==> config.mk <==
export PLATFORM = sky130hd
export DESIGN_NAME = cpu_cycle_sequencer_flat
export DESIGN_NICKNAME = d
export VERILOG_FILES = /design/src/rtl/cpu_cycle_sequencer_if.sv /design/src/rtl/cpu_cycle_sequencer.sv /design/src/flat_wrapper.sv
export SDC_FILE = /design/constraint.sdc
export NUM_CORES = 1
export LEC_CHECK = 0
export ABC_AREA = 1
export BUFFER_PORTS_ARGS = -buffer_cell sky130_fd_sc_hd__buf_4
export CORE_MARGIN = 2
export CORE_UTILIZATION = 55
export CTS_CLUSTER_SIZE = 16
export DETAILED_ROUTE_END_ITERATION = 7
export GPL_TIMING_DRIVEN = 0
export HOLD_SLACK_MARGIN = 0.1
export PLACE_DENSITY = 0.88
export SLEW_MARGIN = 40
export SYNTH_ARGS = -nofsm -noshare
export SYNTH_HDL_FRONTEND = slang
export SYNTH_SLANG_ARGS = --single-unit
==> constraint.sdc <==
create_clock -name clock -period 1.93 [get_ports clock]
set_clock_uncertainty 0.05 [all_clocks]
set_input_delay 0.386 -clock clock [delete_from_list [all_inputs] [get_ports clock]]
set_output_delay 0.386 -clock clock [all_outputs]
set_load 0.005 [all_outputs]
==> src/rtl/cpu_cycle_sequencer_if.sv <==
`default_nettype none
// ============================================================================
// Module      : cpu_cycle_sequencer_if
// Description : Decode, memory handshake, debug request and enable bundle
//               between the cycle sequencer and the ARM datapath.
// Revision    : 1.0 - initial release
// ============================================================================
interface cpu_cycle_sequencer_if #(
   parameter int unsigned CNT_W = 32
);
   logic [1:0]       type_code;
   logic             load_bit;
   logic             should_store_link;
   logic             write_condition;
   logic             mem_ready;
   logic             halt_req;
   logic             resume_req;
   logic             step_req;

   logic             ir_load;
   logic             cpsr_update_en;
   logic             dmem_read_en;
   logic             dmem_write_en;
   logic             regfile_write_en;
   logic             pc_enable;
   logic             halted;
   logic             bus_error;
   logic [2:0]       state;
   logic [CNT_W-1:0] instr_count;

   // master is the sequencer, slave is the datapath / debug side
   modport master (
      input  type_code, load_bit, should_store_link, write_condition,
      input  mem_ready, halt_req, resume_req, step_req,
      output ir_load, cpsr_update_en, dmem_read_en, dmem_write_en,
      output regfile_write_en, pc_enable, halted, bus_error, state, instr_count
   );

   modport slave (
      output type_code, load_bit, should_store_link, write_condition,
      output mem_ready, halt_req, resume_req, step_req,
      input  ir_load, cpsr_update_en, dmem_read_en, dmem_write_en,
      input  regfile_write_en, pc_enable, halted, bus_error, state, instr_count
   );
endinterface
`default_nettype wire

==> src/rtl/cpu_cycle_sequencer.sv <==
`default_nettype none
// ============================================================================
// Module      : cpu_cycle_sequencer
// Description : Multi-cycle FETCH/DECODE/EXECUTE/MEMORY/WRITEBACK controller
//               with memory wait states, timeout, halt and single-step.
// Revision    : 1.0 - initial release
// ============================================================================
module cpu_cycle_sequencer #(
   parameter int unsigned FETCH_WAIT  = 1,
   parameter int unsigned MEM_TIMEOUT = 15,
   parameter int unsigned CNT_W       = 32
) (
   input  wire logic             clock,
   input  wire logic             reset,
   cpu_cycle_sequencer_if.master bus
);

   typedef enum logic [2:0] {
      ST_FETCH     = 3'd0,
      ST_DECODE    = 3'd1,
      ST_EXECUTE   = 3'd2,
      ST_MEMORY    = 3'd3,
      ST_WRITEBACK = 3'd4,
      ST_HALT      = 3'd5
   } state_t;

   localparam logic [2:0] FETCH_LAST = 3'(FETCH_WAIT);
   localparam logic [7:0] MEM_LAST   = 8'(MEM_TIMEOUT - 1);

   state_t           state_q, state_d;
   logic [2:0]       wcnt_q, wcnt_d;
   logic [7:0]       tcnt_q, tcnt_d;
   logic             step_pending_q, step_pending_d;
   logic             bus_error_q, bus_error_d;
   logic [CNT_W-1:0] instr_count_q, instr_count_d;

   logic is_mem_op;
   logic rf_wr_cond;
   logic ir_load_w, cpsr_update_en_w, dmem_read_en_w, dmem_write_en_w;
   logic regfile_write_en_w, pc_enable_w, halted_w;

   assign is_mem_op  = (bus.type_code == 2'b00) && bus.write_condition;
   assign rf_wr_cond = bus.write_condition &
                       ((bus.type_code == 2'b01) |
                        ((bus.type_code == 2'b00) & bus.load_bit) |
                        ((bus.type_code == 2'b10) & bus.should_store_link));

   always_ff @(posedge clock or negedge reset) begin
      if (!reset) begin
         state_q        <= ST_FETCH;
         wcnt_q         <= '0;
         tcnt_q         <= '0;
         step_pending_q <= 1'b0;
         bus_error_q    <= 1'b0;
         instr_count_q  <= '0;
      end else begin
         state_q        <= state_d;
         wcnt_q         <= wcnt_d;
         tcnt_q         <= tcnt_d;
         step_pending_q <= step_pending_d;
         bus_error_q    <= bus_error_d;
         instr_count_q  <= instr_count_d;
      end
   end

   always_comb begin
      state_d        = state_q;
      wcnt_d         = wcnt_q;
      tcnt_d         = tcnt_q;
      step_pending_d = step_pending_q;
      bus_error_d    = bus_error_q;
      instr_count_d  = instr_count_q;
      case (state_q)
         ST_FETCH: begin
            if (wcnt_q == FETCH_LAST) begin
               wcnt_d  = '0;
               state_d = ST_DECODE;
            end else begin
               wcnt_d = wcnt_q + 3'd1;
            end
         end
         ST_DECODE: state_d = ST_EXECUTE;
         ST_EXECUTE: begin
            if (is_mem_op) begin
               tcnt_d  = '0;
               state_d = ST_MEMORY;
            end else begin
               state_d = ST_WRITEBACK;
            end
         end
         ST_MEMORY: begin
            // A timed-out access is abandoned without any register or PC commit
            if (bus.mem_ready) begin
               state_d = ST_WRITEBACK;
            end else if (tcnt_q == MEM_LAST) begin
               bus_error_d = 1'b1;
               state_d     = ST_HALT;
            end else begin
               tcnt_d = tcnt_q + 8'd1;
            end
         end
         ST_WRITEBACK: begin
            instr_count_d = instr_count_q + CNT_W'(1);
            if (bus.halt_req || step_pending_q || bus_error_q) begin
               step_pending_d = 1'b0;
               state_d        = ST_HALT;
            end else begin
               state_d = ST_FETCH;
            end
         end
         ST_HALT: begin
            // halt_req dominates; a bus error pins the core here until reset
            if (!bus_error_q && !bus.halt_req) begin
               if (bus.step_req) begin
                  step_pending_d = 1'b1;
                  state_d        = ST_FETCH;
               end else if (bus.resume_req) begin
                  step_pending_d = 1'b0;
                  state_d        = ST_FETCH;
               end
            end
         end
         default: state_d = ST_FETCH;
      endcase
   end

   always_comb begin
      ir_load_w          = 1'b0;
      cpsr_update_en_w   = 1'b0;
      dmem_read_en_w     = 1'b0;
      dmem_write_en_w    = 1'b0;
      regfile_write_en_w = 1'b0;
      pc_enable_w        = 1'b0;
      halted_w           = 1'b0;
      case (state_q)
         ST_FETCH:     ir_load_w = (wcnt_q == FETCH_LAST);
         ST_EXECUTE:   cpsr_update_en_w = 1'b1;
         ST_MEMORY: begin
            dmem_read_en_w  = bus.load_bit;
            dmem_write_en_w = ~bus.load_bit;
         end
         ST_WRITEBACK: begin
            pc_enable_w        = 1'b1;
            regfile_write_en_w = rf_wr_cond;
         end
         ST_HALT:      halted_w = 1'b1;
         default:      halted_w = 1'b0;
      endcase
      // No strobe may escape while reset is held, even with FETCH_WAIT == 0
      if (!reset) begin
         ir_load_w          = 1'b0;
         cpsr_update_en_w   = 1'b0;
         dmem_read_en_w     = 1'b0;
         dmem_write_en_w    = 1'b0;
         regfile_write_en_w = 1'b0;
         pc_enable_w        = 1'b0;
      end
   end

   assign bus.ir_load          = ir_load_w;
   assign bus.cpsr_update_en   = cpsr_update_en_w;
   assign bus.dmem_read_en     = dmem_read_en_w;
   assign bus.dmem_write_en    = dmem_write_en_w;
   assign bus.regfile_write_en = regfile_write_en_w;
   assign bus.pc_enable        = pc_enable_w;
   assign bus.halted           = halted_w;
   assign bus.bus_error        = bus_error_q;
   assign bus.state            = state_q;
   assign bus.instr_count      = instr_count_q;

endmodule
`default_nettype wire
==> src/flat_wrapper.sv <==
// flat-port wrapper written by rule: the top's interface ports become plain ports
module cpu_cycle_sequencer_flat 
#(
   parameter int unsigned FETCH_WAIT  = 1,
   parameter int unsigned MEM_TIMEOUT = 15,
   parameter int unsigned CNT_W       = 32
)
  (clock, reset, bus_type_code, bus_load_bit, bus_should_store_link, bus_write_condition, bus_mem_ready, bus_halt_req, bus_resume_req, bus_step_req, bus_ir_load, bus_cpsr_update_en, bus_dmem_read_en, bus_dmem_write_en, bus_regfile_write_en, bus_pc_enable, bus_halted, bus_bus_error, bus_state, bus_instr_count);
  cpu_cycle_sequencer_if #(.CNT_W(CNT_W)) bus_i ();
  input  wire logic clock;
  input  wire logic reset;
  input wire logic [$bits(bus_i.type_code)-1:0] bus_type_code;
  input wire logic [$bits(bus_i.load_bit)-1:0] bus_load_bit;
  input wire logic [$bits(bus_i.should_store_link)-1:0] bus_should_store_link;
  input wire logic [$bits(bus_i.write_condition)-1:0] bus_write_condition;
  input wire logic [$bits(bus_i.mem_ready)-1:0] bus_mem_ready;
  input wire logic [$bits(bus_i.halt_req)-1:0] bus_halt_req;
  input wire logic [$bits(bus_i.resume_req)-1:0] bus_resume_req;
  input wire logic [$bits(bus_i.step_req)-1:0] bus_step_req;
  output wire logic [$bits(bus_i.ir_load)-1:0] bus_ir_load;
  output wire logic [$bits(bus_i.cpsr_update_en)-1:0] bus_cpsr_update_en;
  output wire logic [$bits(bus_i.dmem_read_en)-1:0] bus_dmem_read_en;
  output wire logic [$bits(bus_i.dmem_write_en)-1:0] bus_dmem_write_en;
  output wire logic [$bits(bus_i.regfile_write_en)-1:0] bus_regfile_write_en;
  output wire logic [$bits(bus_i.pc_enable)-1:0] bus_pc_enable;
  output wire logic [$bits(bus_i.halted)-1:0] bus_halted;
  output wire logic [$bits(bus_i.bus_error)-1:0] bus_bus_error;
  output wire logic [$bits(bus_i.state)-1:0] bus_state;
  output wire logic [$bits(bus_i.instr_count)-1:0] bus_instr_count;
  assign bus_i.type_code = bus_type_code;
  assign bus_i.load_bit = bus_load_bit;
  assign bus_i.should_store_link = bus_should_store_link;
  assign bus_i.write_condition = bus_write_condition;
  assign bus_i.mem_ready = bus_mem_ready;
  assign bus_i.halt_req = bus_halt_req;
  assign bus_i.resume_req = bus_resume_req;
  assign bus_i.step_req = bus_step_req;
  assign bus_ir_load = bus_i.ir_load;
  assign bus_cpsr_update_en = bus_i.cpsr_update_en;
  assign bus_dmem_read_en = bus_i.dmem_read_en;
  assign bus_dmem_write_en = bus_i.dmem_write_en;
  assign bus_regfile_write_en = bus_i.regfile_write_en;
  assign bus_pc_enable = bus_i.pc_enable;
  assign bus_halted = bus_i.halted;
  assign bus_bus_error = bus_i.bus_error;
  assign bus_state = bus_i.state;
  assign bus_instr_count = bus_i.instr_count;
  cpu_cycle_sequencer #(.FETCH_WAIT(FETCH_WAIT), .MEM_TIMEOUT(MEM_TIMEOUT), .CNT_W(CNT_W)) u_core (.clock(clock), .reset(reset), .bus(bus_i));
endmodule
# == After elaboration in Yosys (flattened, before gate mapping) ==
# Cells that the tools add are included.
# W data, S select, Z words.
# word_totals
reg_bits,48
input_bits,11
output_inout_bits,43
wordCells,79
# classes
add_sub_neg,3
n_eq_ne,17
mux,32
bitwise,7
n_reduce_logical,14
# ops
cell,count
$add A32 B1 Y32 const B,1
$mux W3,9
$mux W8,3
$pmux W3 S6,1
$mux W1,17
$pmux W8 S2,1
$reduce_and A4 Y1,3
$add A8 B1 Y8 const B,1
$eq A8 B4 Y1 const B,1
$ne A2 B1 Y1 const B,4
$eq A3 B1 Y1 const B,2
$eq A3 B2 Y1 const B,2
$eq A3 B3 Y1 const B,2
$ne A2 B2 Y1 const B,2
$reduce_bool A2 Y1,2
$add A3 B1 Y3 const B,1
$and A1 B1 Y1,3
$logic_not A3 Y1,1
$ne A3 B2 Y1 const B,1
$ne A3 B3 Y1 const B,1
$reduce_and A3 Y1,1
$eq A2 B1 Y1 const B,1
$eq A2 B2 Y1 const B,1
$logic_and A1 B1 Y1,2
other kinds (6),10

# == Logic depth before layout (Yosys ltp) ==
# depth
ltp_word,7
mapped_depth,9
depth_no_buf,9

# == Worst setup path after synthesis ==
# Ideal clock, no wire load.
# synth_timing
path_kind,register to output
startpoint,register u_core.state_q[0] (netlist: u_core.bus.state[0])
endpoint,output port bus_ir_load
arrival_time_ps,1056
required_time_ps,1494
setup_slack_ps,438
path_stages_with_launch,6
path_buffers,0
path_cell_list,dfrtp_1 inv_1 nand2_1 nor2_2 inv_1 nor3_1
# synth_between
elab_chain_cells,3
# synth_rtl
element,line_no,text
from (decl),cpu_cycle_sequencer.sv:30,"state_t state_q, state_d;"
from (signal assigned),cpu_cycle_sequencer.sv:57,state_q <= state_d;
$logic_not A3 Y1,cpu_cycle_sequencer.sv:135,case (state_q)
$mux W1,cpu_cycle_sequencer.sv:135,
$mux W1,cpu_cycle_sequencer.sv:150,if (!reset) begin
to (decl),flat_wrapper.sv:20,output wire logic [$bits(bus_i.ir_load)-1:0] bus_ir_load;
# Every way passes these cells.

# == Worst setup path in the final report ==
# Ends and elaborated chain as after synthesis.

==> reports/results.ini <==
[clock_tree]
numCtsBuffers = 5
clock_sinks = 48
insertion_delay_ns = 0.31
cts_buffer_depth = 2
cts_tree = built
cts_root_buf = clkbuf_8
clk_pin_slew_ns = 0.09
htreeDepth = 2

[floorplanning]
chipHeight_um = 74.8
core_area_sq_um = 4790
die_area_sq_um = 5590
initial_utilization = 0.576
die_x_um = 74.8
rows = 25
io_pins = 54

[critical_path]
worst-setup-path-type = flip-flop to primary output
timing.rr.start = u_core.tcnt_q[0]
crit_buf_inv = 3
cp.required_ns = 1.49
start_kind = flip-flop
arrival_ns = 1.42
crit_family = flip-flops
worst-r2r-cell-count = 7
path_cells = inv_2 > nand2_2 > nor2_4 > inv_1 > nor3_1 > buf_4
critPathCaptureType = primary output
cpPeakStageDelay_ns = 0.45
crit_slowest_cell = dfrtp_2
r2r-end = u_core.bus.state[1]
cp_max_fo = 4
r2r_slack_ns = 0.20

[synthesis]
synthXorXnorAreaFrac = 0.0731
synth_compound_area_frac = 0.0472
synth.top_cell.area_share = 0.436
ys_types = 29
synth_top_cell_by_area = dfrtp_1
synth.area.top_cells = dfrtp_1, nand2_1, inv_1
syn_nets = 376
synth_cells = 362
synth_mux_area_frac = 0
yosys.area_share.simple = 0.360
avgSynthCellArea_sq_um = 7.61
synthFlopType = dfrtp_1
synth_top_family_by_area = simple AND/OR/NAND/NOR gates
yosysSeqAreaShare = 0.436
synth-seq-cells = 48
synth_edf_count = 0
yosysMostFrequentCell = nand2_1
synth_fa_ha_area_frac = 0.0136
synth_commonest_cells = nand2_1, dfrtp_1, inv_1
synth.cell_area_sq_um = 2760
async_flop_share = 1.00
yosysWarnings = 0

[min_path]
hold_path_end = u_core.step_pending_q
hold_class = primary input to flip-flop
worstHoldPathCells = 3
holdCritStartpoint = bus_step_req

[sta]
tns_ns = 0
hold_viol_final = 0
report.final.slew_viol_count = 0
period_share = 0.960
setup-violations-final = 0
tightestPinTransition_ns = 0.395
fmax_mhz = 540
period_needed_ns = 1.85
timing.slew.headroom = 0.734

[drt]
wl_per_cell_um = 13.0
dr.first_iter.drc_count = 235
viasPerCell = 5.28
drc = 0
vias = 2642
drt-total-wl_um = 6480
ant_nets = 0
drt_first_pass_iters = 4

[grt]
grt_max_degree = 50
grt_pass1_vias = 2503
grt_pass1_wl_um = 10800
grt-ovfl-total = 0
track_usage = 0.249
antenna_found_initial = 0

[cells_and_area]
fin_cells = 500
multiInputGateArea_sq_um = 1380
drive_gt1_frac = 0.233
fillers = 400
final_nets = 446
syn_to_final_growth_pct = 25.3
regArea_sq_um = 1200
diodes = 0

[placement]
io_buffers = 53
dp_hpwl_um = 4740
place_inst = 482
gp_congestion = 0.895

[outcome]
status = finished, final reports clean

[run]
maxCapViolCount = 0

[pwr]
power_density_nw_per_um2 = 782
vdd_ir_drop_max_v = 0.000640
p_leak_uw = 0.00174

sequential cells by signal (all words and copies together), names as in the netlist:
| register | cells |
|---|---|
| u_core.bus.instr_count | 32 |
| u_core.bus.state | 3 |
| u_core.wcnt_q | 3 |
| u_core.tcnt_q | 8 |
| u_core.step_pending_q | 1 |
| u_core.bus.bus_error | 1 |
worst min-delay path, delay by kind of cell:
family	cells	cell delay, ns
AO/OA/AOI/OAI	1	0.07
buffers and inverters	1	0.08
AND/OR/NAND/NOR	1	0.06
layout make-up:
cell class / count / area share
flip-flops and latches: 48 / 0.349
repair buffers: 63 / 0.147
multi-input cells: 264 / 0.398
inverters: 48 / 0.0522
clock buffers: 6 / 0.0210
well taps: 67 / 0.0243
clock inverters: 2 / 0.00471
plain buffers: 2 / 0.00362
how the worst max path moves through the flow:
stage / startpoint / endpoint / cells past startpoint
4_1_cts: u_core.bus.state[0] / bus_regfile_write_en / 4
6_report: u_core.bus.state[0] / bus_ir_load / 6
3_5_place_dp: reset / bus_regfile_write_en / 4
5_1_grt: u_core.bus.state[0] / bus_ir_load / 6
3_3_place_gp: reset / bus_regfile_write_en / 4
2_1_floorplan: u_core.bus.state[0] / bus_ir_load / 5
logic make-up (layout without fill, tap and decap cells):
family | after synthesis | count (layout)
AO/OA/AOI/OAI | 23 | 23
XOR/XNOR | 23 | 23
adder cells (fa/ha/maj) | 3 | 3
buffers and inverters | 50 | 121
flip-flops | 48 | 48
AND/OR/NAND/NOR | 215 | 215
routing by layer:
layer  up-vias  track usage  part of all wire
li1       1295            -                 -
met1      1235        0.303              0.42
met2        98        0.426              0.50
met3        14       0.0562             0.063
met4         0        0.107             0.020
met5         -            0                 0
where the power goes:
part / total [uW] / switching (uW) / internal, uW / leakage (uW)
sequential: 1250 / 132 / 1120 / 0.000653
combinational: 837 / 440 / 396 / 0.00105
clock: 612 / 354 / 258 / 0.0000414
total: 2700 / 926 / 1780 / 0.00174
repair_timing:
item,4_1_cts,5_1_grt
buffers inserted,1,7
setup endpoints to repair,3,4
pin swaps,1,0
gates resized for setup,6,5
endpoints found under the hold margin,48,48
per-stage QoR:
| step | worst slack, ns | util | instance area (sq um) | power [uW] | hold slack (ns) |
|---|---|---|---|---|---|
| finish | 0.0773 | 0.722 | 3450 | 2700 | 0.279 |
| floorplan | 0.438 | - | 2760 | 1680 | 0.0404 |
| detailed placement | -0.146 | 0.677 | 3240 | 1960 | 0.388 |
| global placement | -0.157 | 0.677 | 3240 | 1930 | 0.390 |
| global route | -0.0284 | 0.722 | 3450 | 2880 | 0.322 |
| CTS | -0.00664 | 0.701 | 3350 | 2610 | -0.0400 |
placed cells by master (no fill, tap or decap), types with 8 or more instances in the layout:
master / synthesis / layout
xnor2_1: 8 / 8
nor3_1: 9 / 9
dfrtp_1: 48 / 45
nor2_2: 11 / 10
buf_4: 1 / 61
nand3_1: 24 / 24
o21ai_0: 10 / 10
nand2_1: 103 / 102
xor2_1: 15 / 15
nand4_1: 11 / 11
inv_1: 47 / 46
nor2_1: 39 / 39
Power figures use the tool's default switching activity.
